## src/rtl/p4_router_queue_pkg.sv

```systemverilog
// Shared types and helpers for the router queue page client: status codes,
// response layout, FSM states and the length-to-page-count arithmetic.
package p4_router_queue_pkg;

  localparam int PAGE_IDX_W = 10;

  typedef logic [PAGE_IDX_W-1:0] page_idx_t;

  typedef enum logic [1:0] {
    QP_OK      = 2'd0,
    QP_NOSPACE = 2'd1,
    QP_BAD     = 2'd2
  } queue_page_status_t;

  typedef struct packed {
    queue_page_status_t status;
    logic [7:0]         pages;
  } pkt_resp_t;

  typedef enum logic [1:0] {
    S_IDLE  = 2'd0,
    S_CHECK = 2'd1,
    S_ALLOC = 2'd2,
    S_RESP  = 2'd3
  } client_state_t;

  // 17-bit so that a 0xFFFF length rounds up without wrapping
  function automatic logic [16:0] pages_for_len(input logic [15:0] len,
                                                input int unsigned page_log);
    logic [16:0] round_up;
    round_up = (17'd1 << page_log) - 17'd1;
    return ({1'b0, len} + round_up) >> page_log;
  endfunction

  function automatic logic [31:0] sat_inc32(input logic [31:0] v);
    if (v == 32'hFFFF_FFFF) begin
      return v;
    end else begin
      return v + 32'd1;
    end
  endfunction

endpackage

```

## src/rtl/p4_router_axis_skid_buffer.sv

```systemverilog
// Two-entry AXI-stream register slice with a registered tready; sustains one
// beat per cycle and preserves order.
module p4_router_axis_skid_buffer
  import p4_router_queue_pkg::*;
#(
  parameter int WIDTH = 8
) (
  input  logic             clk,
  input  logic             sreset,
  input  logic             i_s_tvalid,
  output logic             o_s_tready,
  input  logic [WIDTH-1:0] i_s_tdata,
  output logic             o_m_tvalid,
  input  logic             i_m_tready,
  output logic [WIDTH-1:0] o_m_tdata
);

  logic [WIDTH-1:0] r_mem [2];
  logic             r_wr_ptr;
  logic             r_rd_ptr;
  logic [1:0]       r_count;
  logic             r_in_rdy;
  logic             w_push;
  logic             w_pop;
  logic [1:0]       w_count_nxt;

  assign w_push = i_s_tvalid && r_in_rdy;
  assign w_pop  = (r_count != 2'd0) && i_m_tready;

  // occupancy after this cycle's push/pop
  always_comb begin
    w_count_nxt = r_count + {1'b0, w_push} - {1'b0, w_pop};
  end

  // pointers, occupancy and the look-ahead ready
  always_ff @(posedge clk) begin
    if (sreset) begin
      r_wr_ptr <= 1'b0;
      r_rd_ptr <= 1'b0;
      r_count  <= 2'd0;
      r_in_rdy <= 1'b1;
    end else begin
      if (w_push) begin
        r_wr_ptr <= ~r_wr_ptr;
      end
      if (w_pop) begin
        r_rd_ptr <= ~r_rd_ptr;
      end
      r_count  <= w_count_nxt;
      r_in_rdy <= (w_count_nxt != 2'd2);
    end
  end

  // storage is not reset; occupancy alone qualifies it
  always_ff @(posedge clk) begin
    if (w_push) begin
      r_mem[r_wr_ptr] <= i_s_tdata;
    end
  end

  assign o_s_tready = r_in_rdy;
  assign o_m_tvalid = (r_count != 2'd0);
  assign o_m_tdata  = r_mem[r_rd_ptr];

endmodule

```

## src/rtl/p4_router_queue_page_client.sv

```systemverilog
// Client side of the queue MMU: admits packets against the free-page count,
// forwards ceil(len/PAGE_BYTES) MMU pages as a tlast-delimited chain, and
// reports per-packet status. Retired pages return to the MMU via a skid buffer.
module p4_router_queue_page_client
  import p4_router_queue_pkg::*;
#(
  parameter int NUM_PAGES_LOG = 10,
  parameter int PAGE_BYTES    = 256,
  parameter int MTU_BYTES     = 2000,
  parameter int TAG_WIDTH     = 8
) (
  input  logic                     clk,
  input  logic                     sreset,
  input  logic [NUM_PAGES_LOG-1:0] i_num_free_pages,
  input  logic                     i_pkt_req_tvalid,
  output logic                     o_pkt_req_tready,
  input  logic [15:0]              i_pkt_req_tdata,
  input  logic [TAG_WIDTH-1:0]     i_pkt_req_tuser,
  input  logic                     i_page_in_tvalid,
  output logic                     o_page_in_tready,
  input  logic [NUM_PAGES_LOG-1:0] i_page_in_tdata,
  output logic                     o_page_out_tvalid,
  input  logic                     i_page_out_tready,
  output logic [NUM_PAGES_LOG-1:0] o_page_out_tdata,
  output logic [TAG_WIDTH-1:0]     o_page_out_tuser,
  output logic                     o_page_out_tlast,
  output logic                     o_pkt_resp_tvalid,
  input  logic                     i_pkt_resp_tready,
  output logic [9:0]               o_pkt_resp_tdata,
  output logic [TAG_WIDTH-1:0]     o_pkt_resp_tuser,
  input  logic                     i_release_in_tvalid,
  output logic                     o_release_in_tready,
  input  logic [NUM_PAGES_LOG-1:0] i_release_in_tdata,
  output logic                     o_release_out_tvalid,
  input  logic                     i_release_out_tready,
  output logic [NUM_PAGES_LOG-1:0] o_release_out_tdata,
  output logic [31:0]              o_cnt_nospace,
  output logic [31:0]              o_cnt_bad
);

  localparam int unsigned PAGE_LOG = $clog2(PAGE_BYTES);
  localparam logic [15:0] MTU_LEN  = 16'(MTU_BYTES);

  client_state_t          r_state;
  client_state_t          w_next;
  logic [15:0]            r_len;
  logic [TAG_WIDTH-1:0]   r_tag;
  logic [7:0]             r_pages;
  logic [7:0]             r_cnt;
  queue_page_status_t     r_status;
  logic [31:0]            r_cnt_bad;
  logic [31:0]            r_cnt_nospace;
  logic [16:0]            w_pages;
  logic                   w_bad;
  logic                   w_nospace;
  logic                   w_last;
  logic                   w_pg_hs;
  pkt_resp_t              w_resp;

  assign w_pages   = pages_for_len(r_len, PAGE_LOG);
  assign w_bad     = (r_len == 16'd0) || (r_len > MTU_LEN);
  assign w_nospace = (17'(i_num_free_pages) < w_pages);
  assign w_last    = (r_cnt == (r_pages - 8'd1));
  assign w_pg_hs   = (r_state == S_ALLOC) && i_page_in_tvalid && i_page_out_tready;

  // FSM state register
  always_ff @(posedge clk) begin
    if (sreset) begin
      r_state <= S_IDLE;
    end else begin
      r_state <= w_next;
    end
  end

  // next state and handshake controls
  always_comb begin
    w_next            = r_state;
    o_pkt_req_tready  = 1'b0;
    o_page_in_tready  = 1'b0;
    o_page_out_tvalid = 1'b0;
    o_pkt_resp_tvalid = 1'b0;
    case (r_state)
      S_IDLE: begin
        o_pkt_req_tready = !sreset;
        if (i_pkt_req_tvalid) begin
          w_next = S_CHECK;
        end else begin
          w_next = S_IDLE;
        end
      end
      S_CHECK: begin
        if (w_bad || w_nospace) begin
          w_next = S_RESP;
        end else begin
          w_next = S_ALLOC;
        end
      end
      S_ALLOC: begin
        o_page_out_tvalid = i_page_in_tvalid;
        o_page_in_tready  = i_page_out_tready;
        if (w_pg_hs && w_last) begin
          w_next = S_RESP;
        end else begin
          w_next = S_ALLOC;
        end
      end
      S_RESP: begin
        o_pkt_resp_tvalid = 1'b1;
        if (i_pkt_resp_tready) begin
          w_next = S_IDLE;
        end else begin
          w_next = S_RESP;
        end
      end
      default: begin
        w_next = S_IDLE;
      end
    endcase
  end

  // request capture, admission verdict, page counting and reject counters
  always_ff @(posedge clk) begin
    if (sreset) begin
      r_len         <= 16'd0;
      r_tag         <= '0;
      r_pages       <= 8'd0;
      r_cnt         <= 8'd0;
      r_status      <= QP_OK;
      r_cnt_bad     <= 32'd0;
      r_cnt_nospace <= 32'd0;
    end else begin
      case (r_state)
        S_IDLE: begin
          if (i_pkt_req_tvalid) begin
            r_len <= i_pkt_req_tdata;
            r_tag <= i_pkt_req_tuser;
          end
        end
        S_CHECK: begin
          r_cnt <= 8'd0;
          if (w_bad) begin
            r_status  <= QP_BAD;
            r_pages   <= 8'd0;
            r_cnt_bad <= sat_inc32(r_cnt_bad);
          end else if (w_nospace) begin
            r_status      <= QP_NOSPACE;
            r_pages       <= 8'd0;
            r_cnt_nospace <= sat_inc32(r_cnt_nospace);
          end else begin
            r_status <= QP_OK;
            r_pages  <= w_pages[7:0];
          end
        end
        S_ALLOC: begin
          if (w_pg_hs) begin
            r_cnt <= r_cnt + 8'd1;
          end
        end
        default: begin
        end
      endcase
    end
  end

  assign o_page_out_tdata = i_page_in_tdata;
  assign o_page_out_tuser = r_tag;
  assign o_page_out_tlast = w_last;

  assign w_resp           = '{status: r_status, pages: r_pages};
  assign o_pkt_resp_tdata = w_resp;
  assign o_pkt_resp_tuser = r_tag;

  assign o_cnt_bad     = r_cnt_bad;
  assign o_cnt_nospace = r_cnt_nospace;

  p4_router_axis_skid_buffer #(
    .WIDTH (NUM_PAGES_LOG)
  ) u_release_skid (
    .clk        (clk),
    .sreset     (sreset),
    .i_s_tvalid (i_release_in_tvalid),
    .o_s_tready (o_release_in_tready),
    .i_s_tdata  (i_release_in_tdata),
    .o_m_tvalid (o_release_out_tvalid),
    .i_m_tready (i_release_out_tready),
    .o_m_tdata  (o_release_out_tdata)
  );

endmodule

```

## config.mk

```make
export PLATFORM = sky130hd
export DESIGN_NAME = p4_router_queue_page_client
export DESIGN_NICKNAME = d
export VERILOG_FILES = /design/src/rtl/p4_router_queue_pkg.sv /design/src/rtl/p4_router_axis_skid_buffer.sv /design/src/rtl/p4_router_queue_page_client.sv
export SDC_FILE = /design/constraint.sdc
export NUM_CORES = 1
export LEC_CHECK = 0
export BUFFER_PORTS_ARGS = -buffer_cell sky130_fd_sc_hd__buf_2
export CORE_MARGIN = 1.5
export CORE_UTILIZATION = 40
export DETAILED_ROUTE_END_ITERATION = 6
export PLACE_DENSITY = 0.62
export SLEW_MARGIN = 10
export SYNTH_ARGS = -nofsm -noshare
export SYNTH_HDL_FRONTEND = slang
export SYNTH_HIERARCHICAL = 1
export SYNTH_SLANG_ARGS = --single-unit
```

## constraint.sdc

```tcl
create_clock -name clk -period 3.8 [get_ports clk]
set_clock_uncertainty 0.1 [all_clocks]
set_input_delay 0.76 -clock clk [delete_from_list [all_inputs] [get_ports clk]]
set_output_delay 0.76 -clock clk [all_outputs]
set_load 0.05 [all_outputs]
```

==> results.txt, run 1 <==
Status = completed
Detailed-route wire length = 16.6 mm
Post-route insts no fill = 1127
Post-Syn Instances = 756
Number of global-route vias before repair = 5389
Drt pass-1 iters = 6
Remaining global-route overflow = 0
Mean Syn Cell Area = 8.83 um2
Final setup viols = 0
Sequential area share after synthesis = 0.432
Slew headroom = 0.406
CP endpoint kind = register
Highest-count cells in the layout ignoring fill and taps = buf_2, dfxtp_1, nand2_1
Initial Utilization = 0.406
Top delay family on crit path = simple AND/OR/NAND/NOR gates
Die X = 132 um
Clock transition at the registers of the reported paths = 0.06 ns
Syn nets = 831
Startpoint types = register
Cell Rows = 47
Type of the most critical hold path = reg -> reg
Root Driver = clkbuf_16
Vias = 6008
Largest net degree at the start of global routing = 52
Slowest-stage cell, CP = mux2_2
DP HPWL = 11.5 mm
Critical path class = reg -> reg
Slowest stage delay, CP = 0.36 ns
Final Util = 0.509
CTS Sinks = 134
Crit path time final = 3.57 ns
Share of cells above drive strength 1 = 0.272
H-tree levels = 4
Cell count after placement = 1087
TritonCTS buffer count = 17
Required time of the critical path = 4.01 ns
Hold slack final = 0.369 ns
Core Box Area = 16500 um2
I/O Buffers = 158
Synth unique cells = 61
Post-synth EDFFs = 20
Clk_lat worst skew = 0.42 ns
Global routing usage on met3 = 0.0604
Crit-path cells = nor3_2 -> and2_4 -> a21oi_2 -> and3_1 -> and2_1 -> xnor2_1 -> ha_1 -> nand4b_1 -> o22ai_1 -> nor4_1 -> buf_4 -> nand4_4 -> buf_12 -> nor4_1 -> mux2_2
Crit path DAT = 3.78 ns
Wirelength per Cell = 14.7 um
Leakage power = 3.27 nW
Final ANT Viol Nets = 0
Final total power = 4.26 mW
# IOs = 179
M2 GR Usage = 0.287
Final hold violation count = 0
Fmax = 0.280 GHz
Area grow syn2layout = 25.4%
Most frequent cell on the critical path = nor4_1
Die ar. = 17500 um2
GP Congestion = 0.801
First-pass GRT wire length = 26.3 mm
Synthesized area = 6680 um2
DR DRC count = 0
Fin. max-slew vios = 0
Fillers = 1603
Routed vias/inst = 5.33
N_diodes = 0
Initial DRC Count = 303
Asr flop ratio synth = 0
Most Crowded Layer GR = met2
CTS max path bufs = 2
Power Density = 508 nW/um2
CTS tree = built
Synth Flop Type = dfxtp_1
RSZ-0062 raised after global routing = yes
Max VDD drop = 291 uV
Commonest non-fill, non-tap cell in the layout = buf_2
Yosys reg bits = 134
Grt met1 use = 0.248
NumNets Final = 969
Slew @ Worst Pin = 0.889 ns
Bufs and invs on worst path = 2
Crit-path max FO = 7
Total GRT Usage = 0.186
Total of max-cap violations = 0
Ys Warns = 6
Final cycle utilization of the critical path = 0.939
Hold_buf cts = 0
Initial antenna violation count = 0
DIE HEIGHT = 132 um
[metrics by stage]
stage | setup TNS [ns] | worst slack, ns | area [um2]
2_1_floorplan | 0 | 0.198 | 6680
3_3_place_gp | 0 | 0.200 | 7510
3_5_place_dp | 0 | 0.118 | 7510
4_1_cts | 0 | 0.0983 | 8180
5_1_grt | -0.818 | -0.0799 | 8380
6_report | 0 | 0.232 | 8380
[cell usage after synthesis (19+ instances only)]
cell type,number,area (um2)
mux2_2,19,214
nand4_1,24,150
nor3_1,19,95.1
buf_4,21,158
a21oi_1,71,355
edfxtp_1,20,601
nand2_1,89,334
or3_1,19,119
or4_1,22,165
nor2_1,55,206
xnor2_1,21,184
nand3_1,31,155
clkbuf_1,27,101
o31ai_1,21,158
dfxtp_1,114,2280
xor2_1,19,166
[cell families after synthesis]
| kind of cell | after synthesis | share of synthesized area |
|---|---|---|
| and+or+nand+nor | 338 | 0.271 |
| AOI/OAI and AO/OA | 139 | 0.129 |
| DFF | 134 | 0.432 |
| buffers and inverters | 69 | 0.0532 |
| xor gates and xnor gates | 40 | 0.0525 |
| muxes | 23 | 0.0384 |
| adders and majority gates | 13 | 0.0244 |
[per-layer routing]
layer	share of wire	vias to the layer above
li1	-	3039
met1	0.48	2804
met2	0.45	149
met3	0.056	16
met4	0.013	0
met5	0	-
[final timing paths]
check                       from  slack, ns  cells past startpoint                  end
max reg2reg             r_len[0]       0.23                     15     o_cnt_nospace[5]
max                     r_len[0]       0.23                     15     o_cnt_nospace[5]
min          o_page_out_tuser[6]       0.37                      2  o_page_out_tuser[6]
min reg2reg  o_page_out_tuser[6]       0.37                      2  o_page_out_tuser[6]
[layout make-up]
cell class,count,area [um2],area share
inverter,16,60.1,0.00717
clock inverter,15,241,0.0288
tap,220,275,0.0329
clock buffer,17,425,0.0508
sequential,134,2880,0.344
multi-input combinational,553,3530,0.422
timing repair buffer,172,958,0.114
[sequential cells by signal, indices dropped and copies added, names as in the netlist, named ones only]
signal,count
r_state,2
o_cnt_nospace,32
r_len,16
u_release_skid/o_s_tready,1
r_cnt,8
o_cnt_bad,32
u_release_skid/r_rd_ptr,1
r_status,2
u_release_skid/r_wr_ptr,1
u_release_skid/r_mem,20
u_release_skid/r_count,2
r_pages,8
o_page_out_tuser,8
[where the power goes]
group | switching [mW] | internal, mW | leakage (nW)
sequential | 0.0735 | 1.54 | 1.11
combinational | 0.544 | 0.247 | 1.83
clock | 0.670 | 1.18 | 0.323
[worst register-to-register path: cells and delay by family, from the launching register on]
family                     cells  cell delay [ns]
buffers and inverters          2             0.43
DFF                            1             0.32
and+or+nand+nor                8             1.68
muxes                          1             0.36
adders and majority gates      1             0.25
AOI/OAI and AO/OA              2             0.16
xor gates and xnor gates       1             0.17
[repair_timing]
item,CTS,global route
gates resized for setup,0,15
endpoints found under the setup margin,0,27
buffers inserted,0,6
Power figures use the tool's default switching activity.
==> inputs of run 2 (changes only) <==
==> constraint.sdc (replaced) <==
create_clock -name clk -period 3.8 [get_ports clk]
set_clock_uncertainty 0.1 [all_clocks]
set_input_delay 0 -clock clk [delete_from_list [all_inputs] [get_ports clk]]
set_output_delay 0 -clock clk [all_outputs]
set_load 0.05 [all_outputs]
==> run 2 against run 1 <==
  * Clock-buffer cell count is the same
  * Sequential share of layout area shrank 1.2 points
  * Total power shrank 3.6%
  * Global-route usage grew 0.76 points
  * Die area is the same
  * Setup slack gained 0.0047 ns
  * Sequential power is essentially flat
  * Maximum frequency grew 0.13%
  * Register-to-register slack is essentially flat
  * First-iteration DRC count shrank 13%
  * Highest routed layer unchanged
==> results.txt, run 2 (same netlist as run 1, synthesis figures left out) <==
Routed vias/inst = 5.29 (-0.68%)
Critical path class = reg -> reg
Slew headroom = 0.375 (-0.0311)
Crit path DAT = 3.77 ns (about the same)
Status = completed
Initial DRC Count = 265 (-13%)
Die X = 132 um (unchanged)
Slew @ Worst Pin = 0.937 ns (+0.0484 ns)
Fmax = 0.281 GHz (+0.13%)
Slowest stage delay, CP = 0.37 ns (about the same)
NumNets Final = 1015 (+4.7%)
First-pass GRT wire length = 27.5 mm (+4.5%)
Area grow syn2layout = 30.0%
Type of the most critical hold path = in -> reg
Remaining global-route overflow = 0 (unchanged)
I/O Buffers = 158 (unchanged)
TritonCTS buffer count = 17 (unchanged)
Detailed-route wire length = 17.2 mm (+3.5%)
GP Congestion = 0.801 (about the same)
Share of cells above drive strength 1 = 0.248 (-0.0247)
Leakage power = 3.38 nW (+3.4%)
Clock transition at the registers of the reported paths = 0.06 ns (about the same)
Final ANT Viol Nets = 0 (unchanged)
Total of max-cap violations = 0 (unchanged)
Drt pass-1 iters = 5 (-1)
Cell Rows = 47 (unchanged)
Clk_lat worst skew = 0.42 ns (about the same)
Vias = 6211 (+3.4%)
Final cycle utilization of the critical path = 0.938 (-0.00123)
Crit-path cells = nor3_1 -> and2_1 -> a21oi_1 -> and3_1 -> and2_1 -> xnor2_1 -> ha_1 -> nand4b_1 -> o22ai_1 -> nor4_1 -> buf_4 -> nand4_4 -> buf_12 -> nor4_1 -> mux2_2
Wirelength per Cell = 14.6 um (-0.59%)
Root Driver = clkbuf_16
Setup TNS = 0 ns (unchanged)
DP HPWL = 11.4 mm (-0.78%)
RSZ-0062 raised after global routing = no
Crit path time final = 3.56 ns (-0.00467 ns)
Initial Utilization = 0.406 (unchanged)
CTS Sinks = 134 (unchanged)
Hold slack final = 0.0549 ns (-0.314 ns)
Total GRT Usage = 0.193 (+0.00759)
Core Box Area = 16500 um2 (unchanged)
Final setup viols = 0 (unchanged)
# IOs = 179 (unchanged)
Top delay family on crit path = simple AND/OR/NAND/NOR gates
DR DRC count = 0 (unchanged)
Power Density = 473 nW/um2 (-7.0%)
Die ar. = 17500 um2 (unchanged)
Required time of the critical path = 4.01 ns (about the same)
CTS max path bufs = 2 (unchanged)
Final hold violation count = 0 (unchanged)
Startpoint types = register
Fin. max-slew vios = 0 (unchanged)
Crit-path max FO = 16 (+9)
Max VDD drop = 308 uV (+5.9%)
Number of global-route vias before repair = 5529 (+2.6%)
Slowest-stage cell, CP = mux2_2
N_diodes = 0 (unchanged)
CTS tree = built
Bufs and invs on worst path = 2 (unchanged)
Initial antenna violation count = 0 (unchanged)
Highest-count cells in the layout ignoring fill and taps = buf_2, dfxtp_1, nand2_1
Largest net degree at the start of global routing = 86 (+65%)
Commonest non-fill, non-tap cell in the layout = buf_2
DIE HEIGHT = 132 um (unchanged)
CP endpoint kind = register
H-tree levels = 4 (unchanged)
-- run 2: area by class of cell --
| cell class | instances | area (um2) |
|---|---|---|
| repair buffers | 217 | 1380 |
| fillers | 1561 | 7780 |
| inverters | 16 | 60.1 |
| flip-flops and latches | 134 | 2880 |
| multi-input cells | 554 | 3510 |
| well taps | 220 | 275 |
| clock inverters | 15 | 158 |
| clock buffers | 17 | 425 |
-- run 2: per-layer routing --
layer	wire length (um)	global-route usage	part of all wire	vias up
li1	-	-	-	3121
met3	849	0.0519	0.049	17
met5	0	0	0	-
met2	7850	0.302	0.46	168
met1	8240	0.261	0.48	2905
met4	226	0.0598	0.013	0
-- run 2: what timing repair did --
item,CTS,global route
buffers inserted,0,1
setup endpoints to repair,0,29
resized for setup,0,8
hold buffers,52,0
hold endpoints to repair,63,0
-- run 2: worst paths after layout --
check	start	end	slack, ns	cells after the start
worst max-delay path	r_len[0]	o_cnt_nospace[19]	0.24	15
worst min-delay path	sreset	u_release_skid/r_wr_ptr	0.05	2
worst max register to register	r_len[0]	o_cnt_nospace[19]	0.24	15
worst min register to register	r_status[0]	r_status[0]	0.36	2
-- run 2: report_power, final --
part	internal (mW)	switching, mW	leakage (nW)
Sequential	1.54	0.0740	1.11
Clock	0.929	0.712	0.282
Combinational	0.272	0.580	1.98
Total	2.74	1.37	3.38
-- run 2: stage by stage --
stage	total power, mW	instance area (um2)	utilization	worst slack, ns	instances
after detailed placement	2.43	7500	0.455	0.0868	1087
final	4.11	8690	0.528	0.237	1173
after global routing	4.29	8690	0.528	0.00806	1173
after global placement	2.42	7500	0.455	0.137	1087
after floorplan	2.29	6680	-	0.198	756
after CTS	4.13	8600	0.522	0.0654	1171
==> inputs of run 3 (changes only) <==
REMOVE_ABC_BUFFERS = 1   (was default)
==> run 3 against run 2 <==
  * Sequential share of layout area rose by 0.26 points
  * Total power is 2.1% lower
  * Setup slack worse by 0.055 ns
  * First-iteration DRC count grew 0.38%
  * Sequential cell count unchanged
  * Hold slack better by 0.14 ns
  * Largest power group is now registers
==> results.txt, run 3 (same netlist as run 1, synthesis figures left out) <==
DP HPWL = 11.4 mm (-0.15%)
Crit path DAT = 3.82 ns (+0.05 ns)
Cell count after placement = 1088 (+0.092%)
R2r setup slk = 0.18 ns (-0.06 ns)
Wirelength per Cell = 14.3 um (-2.2%)
Largest net degree at the start of global routing = 63 (-27%)
Initial DRC Count = 266 (+0.38%)
Slowest-stage cell, CP = dlygate4sd3_1
Final cycle utilization of the critical path = 0.952 (+0.0145)
Vias = 6178 (-0.53%)
Area grow syn2layout = 29.0%
Total GRT Usage = 0.191 (-0.00194)
Seq. cell area = 2880 um2 (unchanged)
Status = completed
Crit path time final = 3.62 ns (+0.0550 ns)
Post-route insts no fill = 1171 (-0.17%)
Total of max-cap violations = 0 (unchanged)
Required time of the critical path = 4.00 ns (about the same)
DIE HEIGHT = 132 um (unchanged)
Final hold violation count = 0 (unchanged)
Top delay family on crit path = simple AND/OR/NAND/NOR gates
Routed vias/inst = 5.28 (-0.36%)
Commonest non-fill, non-tap cell in the layout = buf_2
Final ANT Viol Nets = 0 (unchanged)
N_diodes = 0 (unchanged)
Slew headroom = 0.378 (+0.00237)
Crit-path max FO = 5 (-11)
Clock transition at the registers of the reported paths = 0.06 ns (about the same)
Slew @ Worst Pin = 0.932 ns (-0.00547 ns)
Max VDD drop = 343 uV (+11%)
GP Congestion = 0.760 (-5.1%)
Remaining global-route overflow = 0 (unchanged)
Worst-case reg-to-reg path depth = 14 (-1)
Worst path depth = 14 (-1)
Power Density = 467 nW/um2 (-1.3%)
Critical path class = reg -> reg
Die ar. = 17500 um2 (unchanged)
Bufs and invs on worst path = 1 (-1)
Initial Utilization = 0.406 (unchanged)
Final setup viols = 0 (unchanged)
Core Box Area = 16500 um2 (unchanged)
Detailed-route wire length = 16.8 mm (-2.4%)
CTS tree = built
Leakage power = 3.37 nW (-0.14%)
H-tree levels = 4 (unchanged)
# IOs = 179 (unchanged)
Multi-input gate area = 3460 um2 (-1.4%)
Slowest stage delay, CP = 0.56 ns (+0.19 ns)
Share of cells above drive strength 1 = 0.239 (-0.00894)
Number of global-route vias before repair = 5667 (+2.5%)
Fillers = 1541 (-1.3%)
I/O Buffers = 158 (unchanged)
CTS max path bufs = 2 (unchanged)
Drt pass-1 iters = 5 (unchanged)
CP endpoint kind = register
Startpoint types = register
Critical Path Source = r_len[0]
Highest-count cells in the layout ignoring fill and taps = buf_2, dfxtp_1, nand2_1
Die X = 132 um (unchanged)
Most frequent cell on the critical path = and2_1
Reg2reg start = r_len[0]
Reg2Reg Capture Point = r_state[0]
First-pass GRT wire length = 27.4 mm (-0.40%)
Type of the most critical hold path = in -> reg
NumNets Final = 1015 (unchanged)
Root Driver = clkbuf_16
Cell Rows = 47 (unchanged)
Critical Path End = r_state[0]
Initial antenna violation count = 0 (unchanged)
Clk_lat worst skew = 0.42 ns (about the same)
CTS Sinks = 134 (unchanged)
Fmax = 0.276 GHz (-1.5%)
Crit-path cells = nor3_2 -> and2_4 -> a21oi_2 -> and3_1 -> and2_1 -> xnor2_1 -> ha_1 -> nand4b_1 -> or3_1 -> a31o_4 -> and2_1 -> o21ai_1 -> o41ai_1 -> dlygate4sd3_1
Hold slack final = 0.191 ns (+0.136 ns)
Setup TNS = 0 ns (unchanged)
TritonCTS buffer count = 17 (unchanged)
Fin. max-slew vios = 0 (unchanged)
DR DRC count = 0 (unchanged)
run 3: cell types whose count changed in the layout (fill, tap and decap cells not counted), moves of 4 or more:
cell and delta:
inv_6 -7, clkbuf_8 +5, clkbuf_1 +4, nor4_1 +4, nor4_2 -4
run 3: cell type report:
type,instances,area share
multi-input cells,553,0.401
flip-flops and latches,134,0.334
repair buffers,218,0.161
clock buffers,26,0.0591
well taps,220,0.0319
inverters,16,0.00697
clock inverters,4,0.00523
run 3: tightest hold or removal path: cells and delay by family:
kind | cells | cell delay, ns
AOI/OAI and AO/OA | 1 | 0.08
buffers and inverters | 3 | 0.43
and+or+nand+nor | 2 | 0.15
run 3: worst min-delay path by stage:
stage	slack (ns)	startpoint	depth (start not counted)	end
after floorplan	-0.10	i_page_in_tdata[0]	0	o_page_out_tdata[0]
after global routing	0.21	i_release_in_tdata[7]	2	u_release_skid/r_mem[0][7]
final	0.19	i_num_free_pages[9]	6	r_status[0]
after global placement	-0.1	i_page_in_tdata[0]	0	o_page_out_tdata[0]
after CTS	0.18	i_num_free_pages[9]	6	r_status[0]
after detailed placement	-0.1	i_page_in_tdata[0]	0	o_page_out_tdata[0]
run 3: repair_timing:
action	CTS	global route
endpoints found under the setup margin	0	18
hold endpoints to repair	74	0
hold buffers	53	0
gates resized for setup	0	5
setup buffers	0	0
run 3: power by group:
part	internal (mW)	switching, mW
sequential	1.54	0.0740
clock	0.976	0.578
combinational	0.276	0.577
run 3: per-stage QoR:
stage	total power [mW]	setup WS, ns	instance area, um2	utilization
global placement	2.42	0.260	7520	0.457
finish	4.02	0.182	8620	0.523
global route	4.20	-0.0222	8620	0.523
floorplan	2.21	0.0905	6380	-
detailed placement	2.43	0.224	7520	0.457
CTS	4.06	0.0497	8600	0.522
run 3: routing by layer:
layer  routed length [um]  global-route usage  vias up
li1                     -                   -     3133
met1                 7730               0.249     2863
met2                 7820               0.312      164
met3                  997              0.0469       18
met4                  201              0.0647        0
met5                    0                   0        -
